### src/rtl/sha512_pad_if.sv
// Stream bundle for the SHA-512 padder: 64-bit message beats in, 1024-bit padded chunks out.
// The master modport is the producer/consumer side; the slave modport is the padder itself.
interface sha512_pad_if;
  logic          in_valid;
  logic          in_ready;
  logic [63:0]   in_data;
  logic          in_last;
  logic [3:0]    in_bytes;
  logic          out_valid;
  logic          out_ready;
  logic [1023:0] out_chunk;
  logic          out_first;
  logic          out_last;

  modport master (
    output in_valid, in_data, in_last, in_bytes, out_ready,
    input  in_ready, out_valid, out_chunk, out_first, out_last
  );

  modport slave (
    input  in_valid, in_data, in_last, in_bytes, out_ready,
    output in_ready, out_valid, out_chunk, out_first, out_last
  );
endinterface

### src/rtl/sha512_pad.sv
// SHA-512 message padder: packs big-endian 64-bit beats into 1024-bit chunks, appends the
// 0x80 marker, zero fill and 128-bit bit-length, spilling into an extra chunk when needed.
module sha512_pad (
  input  logic              clk,
  input  logic              reset,
  sha512_pad_if.slave       bus
);

  typedef enum logic [0:0] {
    FILL = 1'b0,
    EMIT = 1'b1
  } state_e;

  state_e             state_q, state_d;
  logic [3:0]         widx_q, widx_d;
  logic [63:0]        cnt_q, cnt_d;
  logic               pend_q, pend_d;
  logic               mark_q, mark_d;
  logic               first_q, first_d;
  logic               ofirst_q, ofirst_d;
  logic               olast_q, olast_d;
  logic [15:0][63:0]  chunk_q, chunk_d;

  logic [3:0]         nb_s;
  logic [4:0]         mark_pos_s;
  logic               fits_s;
  logic [63:0]        total_s;

  // Keep the first nb bytes, put 0x80 right after them, zero the rest.
  function automatic logic [63:0] pad_word(input logic [63:0] d, input logic [3:0] nb);
    logic [63:0] w;
    w = 64'd0;
    for (int b = 0; b < 8; b++) begin
      if (4'(b) < nb) begin
        w[63-8*b -: 8] = d[63-8*b -: 8];
      end else if (4'(b) == nb) begin
        w[63-8*b -: 8] = 8'h80;
      end else begin
        w[63-8*b -: 8] = 8'h00;
      end
    end
    return w;
  endfunction

  assign bus.in_ready  = (state_q == FILL);
  assign bus.out_valid = (state_q == EMIT);
  assign bus.out_chunk = chunk_q;
  assign bus.out_first = ofirst_q;
  assign bus.out_last  = olast_q;

  // Next-state and datapath update for the fill/emit controller.
  always_comb begin
    state_d    = state_q;
    widx_d     = widx_q;
    cnt_d      = cnt_q;
    pend_d     = pend_q;
    mark_d     = mark_q;
    first_d    = first_q;
    ofirst_d   = ofirst_q;
    olast_d    = olast_q;
    chunk_d    = chunk_q;
    nb_s       = (bus.in_bytes > 4'd8) ? 4'd8 : bus.in_bytes;
    mark_pos_s = {1'b0, widx_q} + {4'd0, (nb_s == 4'd8)};
    fits_s     = (mark_pos_s <= 5'd13);
    total_s    = cnt_q + {60'd0, nb_s};

    case (state_q)
      FILL: begin
        if (bus.in_valid) begin
          if (!bus.in_last) begin
            chunk_d[4'd15 - widx_q] = bus.in_data;
            widx_d = widx_q + 4'd1;
            cnt_d  = cnt_q + 64'd8;
            if (widx_q == 4'd15) begin
              state_d  = EMIT;
              olast_d  = 1'b0;
              ofirst_d = first_q;
              first_d  = 1'b0;
            end else begin
              state_d = FILL;
            end
          end else begin
            for (int j = 0; j < 16; j++) begin
              if (4'(j) > widx_q) begin
                chunk_d[4'(15 - j)] = 64'd0;
              end else begin
                chunk_d[4'(15 - j)] = chunk_q[4'(15 - j)];
              end
            end
            chunk_d[4'd15 - widx_q] = pad_word(bus.in_data, nb_s);
            // A full final word pushes the marker to the start of the next word.
            if ((nb_s == 4'd8) && (widx_q != 4'd15)) begin
              chunk_d[4'd14 - widx_q] = 64'h8000_0000_0000_0000;
            end else begin
              chunk_d[4'd15 - widx_q] = pad_word(bus.in_data, nb_s);
            end
            cnt_d    = total_s;
            widx_d   = 4'd0;
            state_d  = EMIT;
            ofirst_d = first_q;
            first_d  = 1'b0;
            if (fits_s) begin
              chunk_d[1] = {61'd0, total_s[63:61]};
              chunk_d[0] = {total_s[60:0], 3'd0};
              olast_d    = 1'b1;
              pend_d     = 1'b0;
            end else begin
              olast_d = 1'b0;
              pend_d  = 1'b1;
              mark_d  = !((widx_q == 4'd15) && (nb_s == 4'd8));
            end
          end
        end else begin
          state_d = FILL;
        end
      end
      EMIT: begin
        if (bus.out_ready) begin
          if (olast_q) begin
            state_d = FILL;
            cnt_d   = 64'd0;
            widx_d  = 4'd0;
            first_d = 1'b1;
          end else if (pend_q) begin
            chunk_d     = '0;
            chunk_d[15] = mark_q ? 64'd0 : 64'h8000_0000_0000_0000;
            chunk_d[1]  = {61'd0, cnt_q[63:61]};
            chunk_d[0]  = {cnt_q[60:0], 3'd0};
            pend_d      = 1'b0;
            olast_d     = 1'b1;
            ofirst_d    = 1'b0;
          end else begin
            state_d = FILL;
          end
        end else begin
          state_d = EMIT;
        end
      end
      default: begin
        state_d = FILL;
      end
    endcase
  end

  // State and datapath registers.
  always_ff @(posedge clk or negedge reset) begin
    if (!reset) begin
      state_q  <= FILL;
      widx_q   <= 4'd0;
      cnt_q    <= 64'd0;
      pend_q   <= 1'b0;
      mark_q   <= 1'b0;
      first_q  <= 1'b1;
      ofirst_q <= 1'b0;
      olast_q  <= 1'b0;
      chunk_q  <= '0;
    end else begin
      state_q  <= state_d;
      widx_q   <= widx_d;
      cnt_q    <= cnt_d;
      pend_q   <= pend_d;
      mark_q   <= mark_d;
      first_q  <= first_d;
      ofirst_q <= ofirst_d;
      olast_q  <= olast_d;
      chunk_q  <= chunk_d;
    end
  end

endmodule

### src/flat_wrapper.sv
// flat-port wrapper written by rule: the top's interface ports become plain ports
module sha512_pad_flat 
  (clk, reset, bus_in_valid, bus_in_data, bus_in_last, bus_in_bytes, bus_out_ready, bus_in_ready, bus_out_valid, bus_out_chunk, bus_out_first, bus_out_last);
  sha512_pad_if bus_i ();
  input  logic clk;
  input  logic reset;
  input wire logic [$bits(bus_i.in_valid)-1:0] bus_in_valid;
  input wire logic [$bits(bus_i.in_data)-1:0] bus_in_data;
  input wire logic [$bits(bus_i.in_last)-1:0] bus_in_last;
  input wire logic [$bits(bus_i.in_bytes)-1:0] bus_in_bytes;
  input wire logic [$bits(bus_i.out_ready)-1:0] bus_out_ready;
  output wire logic [$bits(bus_i.in_ready)-1:0] bus_in_ready;
  output wire logic [$bits(bus_i.out_valid)-1:0] bus_out_valid;
  output wire logic [$bits(bus_i.out_chunk)-1:0] bus_out_chunk;
  output wire logic [$bits(bus_i.out_first)-1:0] bus_out_first;
  output wire logic [$bits(bus_i.out_last)-1:0] bus_out_last;
  assign bus_i.in_valid = bus_in_valid;
  assign bus_i.in_data = bus_in_data;
  assign bus_i.in_last = bus_in_last;
  assign bus_i.in_bytes = bus_in_bytes;
  assign bus_i.out_ready = bus_out_ready;
  assign bus_in_ready = bus_i.in_ready;
  assign bus_out_valid = bus_i.out_valid;
  assign bus_out_chunk = bus_i.out_chunk;
  assign bus_out_first = bus_i.out_first;
  assign bus_out_last = bus_i.out_last;
  sha512_pad u_core (.clk(clk), .reset(reset), .bus(bus_i));
endmodule
### config.mk
export PLATFORM = sky130hd
export DESIGN_NAME = sha512_pad_flat
export DESIGN_NICKNAME = d
export VERILOG_FILES = /design/src/rtl/sha512_pad_if.sv /design/src/rtl/sha512_pad.sv /design/src/flat_wrapper.sv
export SDC_FILE = /design/constraint.sdc
export NUM_CORES = 2
export LEC_CHECK = 0
export CAP_MARGIN = 10
export CORE_AREA = 2 2 427 429
export DETAILED_ROUTE_END_ITERATION = 8
export DIE_AREA = 0 0 429 431
export PLACE_DENSITY = 0.46
export SYNTH_ARGS = -nofsm -noshare
export SYNTH_HDL_FRONTEND = slang
export SYNTH_SLANG_ARGS = --single-unit
### constraint.sdc
create_clock -name clk -period 3.6 [get_ports clk]
set_clock_uncertainty 0.1 [all_clocks]
set_input_delay 0.72 -clock clk [delete_from_list [all_inputs] [get_ports clk]]
set_output_delay 0.72 -clock clk [all_outputs]
set_load 0.005 [all_outputs]
---- Yosys cells after proc, flatten, opt, wreduce, memory -nomap -nowiden ----
Index checks and enable logic that the tools add are counted.
word-level totals
  memories ................................ 0
  bits in writable memories ............... 0
  latch bits .............................. 0
  register bits ........................... 1098
  output and inout bits ................... 1028
  logic and storage cells ................. 250
  input bits .............................. 73
  ROM bits ................................ 0
operators by class
  multiply operators ...................... 0
  shift operators ......................... 0
  bitwise operators ....................... 5
  $lt $le $gt $ge ......................... 22
  muxes and demuxes ....................... 163
  reductions and logical operators ........ 13
  $add $sub $neg .......................... 6
  div/mod/pow operators ................... 0
  equal/unequal tests ..................... 17
operator list
  cell                                                                  number
  1024-bit 2-to-1 mux                                                   6
  1024-bit bitwise mux                                                  3
  64-bit 2-to-1 mux                                                     39
  1024-bit case mux with 2 select lines                                 1
  1008-bit bitwise AND                                                  1
  1008-bit inverter                                                     1
  8-bit 2-to-1 mux                                                      72
  64-bit demux with 4-bit select                                        2
  128-bit 2-to-1 mux                                                    1
  64-bit case mux with 2 select lines                                   1
  64-bit by 4-bit adder with 64-bit output                              1
  64-bit by 4-bit adder with 64-bit output, second input constant       1
  4-bit > comparator, first input constant                              8
  1-bit 2-to-1 mux                                                      27
  4-bit 2-to-1 mux                                                      5
  3-bit by 4-bit equality test with 1-bit output, first input constant  4
  3-bit by 4-bit < comparator with 1-bit output, first input constant   4
  16-bit bitwise OR                                                     1
  4-bit AND reduction                                                   4
  2-bit != test, second input constant                                  6
  4-bit by 5-bit < comparator with 1-bit output, second input constant  2
  1-bit case mux with 2 select lines                                    5
  2-bit by 4-bit equality test with 1-bit output, first input constant  2
  4-bit equality test, second input constant                            2
  18 further kinds                                                      27

---- Logic depth before layout (Yosys ltp) ----
  depth in word-level cells ............... 15
  gate-level depth with buffers ........... 13
  depth with buffers taken out ............ 9

---- Least setup slack after synthesis ----
Ideal clock, no wire load.
  path type ............................... input port to flip-flop
  start ................................... input port bus_in_bytes[3]
  end ..................................... register u_core.chunk_q (netlist bit u_core.bus.out_chunk[9])
  required time ........................... 3.363 ns
  stages on the path ...................... 13
  buffers on the path ..................... 4
  slack ................................... -0.153 ns
  library setup time ...................... 0.137 ns
  data arrival time ....................... 3.516 ns
  path through ............................ clkbuf_1 -> clkbuf_1 -> buf_1 -> nor2b_1 -> ha_1 -> fa_1 -> a211oi_1 -> or3_1 -> clkbuf_1 -> o32ai_1 -> a32o_1 -> a222oi_1 -> a21oi_1
on the way
  cells in the longest elaborated chain, start to end .. 14
  elaborated cells on any way between the ends .. 24
  those cells by class .................... add/sub (2); order compare (3); eq/ne (1); mux (16); bitwise (1); reduce/logical (1)
ends and longest elaborated chain
  what                                                                 line                                text
  from (decl)                                                          flat_wrapper.sv:10                  input wire logic [$bits(bus_i.in_bytes)-1:0] bus_in_bytes;
  4-bit > comparator                                                   sha512_pad.sv:62                    nb_s = (bus.in_bytes > 4'd8) ? 4'd8 : bus.in_bytes;
  4-bit 2-to-1 mux *                                                   sha512_pad.sv:62
  3-bit by 4-bit < comparator with 1-bit output                        sha512_pad.sv:34                    if (4'(b) < nb) begin
  8-bit 2-to-1 mux                                                     sha512_pad.sv:34
  8-bit 2-to-1 mux, on equally long branches                           sha512_pad.sv:70, sha512_pad.sv:92
  8-bit 2-to-1 mux, on equally long branches                           sha512_pad.sv:69, sha512_pad.sv:70
  8-bit 2-to-1 mux, on equally long branches                           sha512_pad.sv:67, sha512_pad.sv:69
  1024-bit bitwise mux / 8-bit 2-to-1 mux (equally long branches)      sha512_pad.sv:90, sha512_pad.sv:67
  1024-bit bitwise mux / 1008-bit bitwise AND (equally long branches)  n/a
  1024-bit 2-to-1 mux                                                  sha512_pad.sv:92                    if ((nb_s == 4'd8) && (widx_q != 4'd15)) begin
  128-bit 2-to-1 mux *                                                 sha512_pad.sv:102                   if (fits_s) begin
  1024-bit 2-to-1 mux *                                                sha512_pad.sv:70                    if (!bus.in_last) begin
  1024-bit 2-to-1 mux *                                                sha512_pad.sv:69                    if (bus.in_valid) begin
  1024-bit case mux with 2 select lines *                              sha512_pad.sv:67                    case (state_q)
  to (signal assigned)                                                 sha512_pad.sv:166                   chunk_q <= chunk_d;
  to (decl)                                                            sha512_pad.sv:22                    logic [15:0][63:0] chunk_q, chunk_d;
Every way passes the cells marked *; elsewhere a longest branch is shown, timed or not. The select of a mux whose other input is x is not followed.
A chain may end at the register's enable or synchronous reset.

---- Worst setup path in the final report ----
  start ................................... register u_core.state_q, in the netlist u_core.bus.out_valid
  end ..................................... output port bus_in_ready
on the way
  cells in the longest elaborated chain, start to end .. 1
ends and longest elaborated chain
  what                             line                text
  from (decl)                      sha512_pad.sv:14    state_e state_q, state_d;
  from (signal assigned)           sha512_pad.sv:158   state_q <= state_d;
  1-bit inverter (no source line)  n/a
  to (decl)                        flat_wrapper.sv:12  output wire logic [$bits(bus_i.in_ready)-1:0] bus_in_ready;
No other way between the ends.

==> reports/metrics.cfg <==
[grt]
grtUsageMet3=0.08291
grt_first_pass_wirelength_mm=488.4
busiest_layer=met2
met2_usage=0.5709
met1_usage=0.5059
grt_pass1_vias=52409
grt_use_total=0.3822
grt.overflow.total=0
grt_max_degree=87
antenna_found_initial=45

[clock_tree]
cts-root-buf=clkbuf_16
cts_tree=done
cts_made_buffers=137
cts_resized=0
cts_sinks=1098
cts_htree_levels=4
ctsLongestPathBuffers=3
path_clk_slew_ns=0.06
clkLatencyLatePin_ns=0.83

[floorplan]
io_pins=1101
die_w_um=429
rows=156
core_area_mm2=0.1802
start_util=0.2872
dieArea_mm2=0.1849
die_h_um=431

[detailed_routing]
wl_per_cell_um=40.53
postRouteAntennaNets=0
drc=0
drt_iter0_markers=7406
drt_first_pass_iters=8
routed_via_density=6.201
num_vias=55709
drt-total-wl_mm=364.2

[status]
status=complete, no violations

[setup_path]
cp.arrival_ns=2.66
cp_max_fo=19
criticalPathCategory=flip-flop to primary output
worstReg2RegStart=u_core.widx_q[0]
critPathLaunch=u_core.bus.out_valid
cp-start-kind=flip-flop
regToRegEndpoint=u_core.bus.out_chunk[70]
endpoint=bus_in_ready
critPathRequiredTime_ns=2.78
reg2reg_depth=7
rrSetupSlack_ns=0.29
endpoint_kind=primary output

[yosys]
yosysSeqAreaShare=0.5310
syn_inst=5170
ys_ff_latch=1098
synth-edff-count=0
ys_warn_count=0
yosysTopAreaCell=dfrtp_1
netlist_area_mm2=0.05174
async_reset_ff_frac=1.000
ys.flop_type=dfrtp_1
yosysTopAreaCellShare=0.5305
synth.top_cells.by_area=dfrtp_1 (53%), a22o_1 (8.5%), o21ai_0 (6.7%)
syn_avg_cell_area_um2=10.01
ys_types=84
syn-num-nets=5257

[placement]
pre_cts_ws_ns=-0.3574
port_buffers=1100
dpl.hpwl_mm=272.7
gp_congestion=0.9571

[finish]
fin_util=0.4202
mostFrequentLayoutCell=clkdlybuf4s50_1
area_growth_pct=46.29
mostFrequentLayoutCells=clkdlybuf4s50_1 (1098), dfrtp_1 (1096), o21ai_0 (686), buf_4 (532), a22o_1 (502)
multiInputGateArea_mm2=0.02241
fillers=17592
drive_above_1_share=0.1520
seq_area_mm2=0.02748
fin_nets=6569

[timing]
relSlewSlack=0.1440
final.setup.tns_ns=0
setup-violations-final=0
slew_violations=0
timing.fmax_mhz=287.2
tightest_slew_ns=1.281
layout_min_cycle_time_ns=3.482
worst_slack_ns=0.1184
rsz0062_at_grt=no
post-route-period-util=0.9671
hold_violations=0

[run]
maxCapViolCount=0

[power]
power_leakage_nw=31.69
vdd_drop_max_v=0.0004452
finalPower_mw=51.93
power_density_mw_per_mm2=686.1

[min_path]
hold_path.class=input port to async pin

## repair_timing
| action | in CTS | in global routing |
|---|---|---|
| hold buffers | 1 | 0 |
| hold endpoints to repair | 22 | 0 |
| buffers inserted | 0 | 0 |
## per-stage QoR
| stage | hold WS (ns) | std cells | instance area (µm²) |
|---|---|---|---|
| floorplan | 0.3244 | 5170 | 51750 |
| global placement | 0.3624 | 8712 | 70960 |
| detailed placement | 0.3728 | 8712 | 70960 |
| CTS | 0.3357 | 8957 | 75630 |
| global route | 0.3607 | 8977 | 75680 |
| finish | 0.3563 | 8984 | 75700 |
## worst max-delay path: stages (launching register included)
cell,delay (ns)
dfrtp_4,0.61
inv_1,0.56
clkdlybuf4s50_1,0.66
## routing by layer
metal / routed length [µm] / up-vias / share of wire
li1: - / 22416 / -
met1: 148200 / 29152 / 0.41
met2: 159300 / 3432 / 0.44
met3: 31300 / 697 / 0.086
met4: 25290 / 12 / 0.069
met5: 78 / - / 0.00021
## cells in the mapped netlist, types with 31 or more instances
library cell     n
o211ai_1        31
a221o_1         74
nand3_1        128
and2_1          79
o32a_1         198
nand4_1         44
o21ai_0        696
a21oi_1        368
a31oi_1         32
nor2_1         224
nand2_1        410
nor3_1          67
o221ai_1       146
a221oi_1        31
a22oi_1         31
dfrtp_1       1097
a22o_1         503
clkbuf_1       555
## how the worst min path moves through the flow
stage                                            to  depth (start not counted)                 startpoint  slack (ns)
after global routing      u_core.bus.out_chunk[702]                          2                      reset        0.36
after detailed placement  u_core.bus.out_chunk[149]                          2  u_core.bus.out_chunk[149]        0.37
after CTS                 u_core.bus.out_chunk[702]                          2                      reset        0.34
final                     u_core.bus.out_chunk[700]                          2                      reset        0.36
after floorplan             u_core.bus.out_chunk[0]                          0                      reset        0.32
after global placement                u_core.mark_q                          2              u_core.mark_q        0.36
## state kept, by name, indices dropped and copies added, names as in the netlist
signal / count
u_core.bus.out_chunk: 1024
u_core.bus.out_first: 1
u_core.bus.out_last: 1
u_core.bus.out_valid: 1
u_core.cnt_q: 64
u_core.first_q: 1
u_core.mark_q: 1
u_core.pend_q: 1
u_core.widx_q: 4
## final cells by class
class                           instances  area share
Multi-Input combinational cell       3442      0.2961
Timing Repair Buffer                 1784      0.2383
Tap cell                             2370     0.03917
Clock buffer                          206     0.05431
Clock inverter                         38    0.007289
Antenna cell                           27   0.0008925
Sequential cell                      1098      0.3630
Inverter                               19   0.0009421
## where the power goes
| part | switching (mW) | internal [mW] | total (mW) |
|---|---|---|---|
| Clock | 6.08 | 8.57 | 14.6 |
| Sequential | 3.11 | 15.8 | 18.9 |
| Combinational | 8.88 | 9.49 | 18.4 |
## kinds of logic (layout without fill, tap and decap cells)
kind of cell / Yosys count / after routing / synth area share
muxes: 10 / 10 / 0.002007
other: 0 / 27 / 0
xor gates and xnor gates: 41 / 41 / 0.006940
buffers and inverters: 630 / 2047 / 0.04640
DFF: 1098 / 1098 / 0.5310
AOI/OAI and AO/OA: 2284 / 2284 / 0.3108
adders and majority gates: 14 / 14 / 0.003530
and+or+nand+nor: 1093 / 1093 / 0.09928
Note: power is estimated with default switching activity, not from simulation.
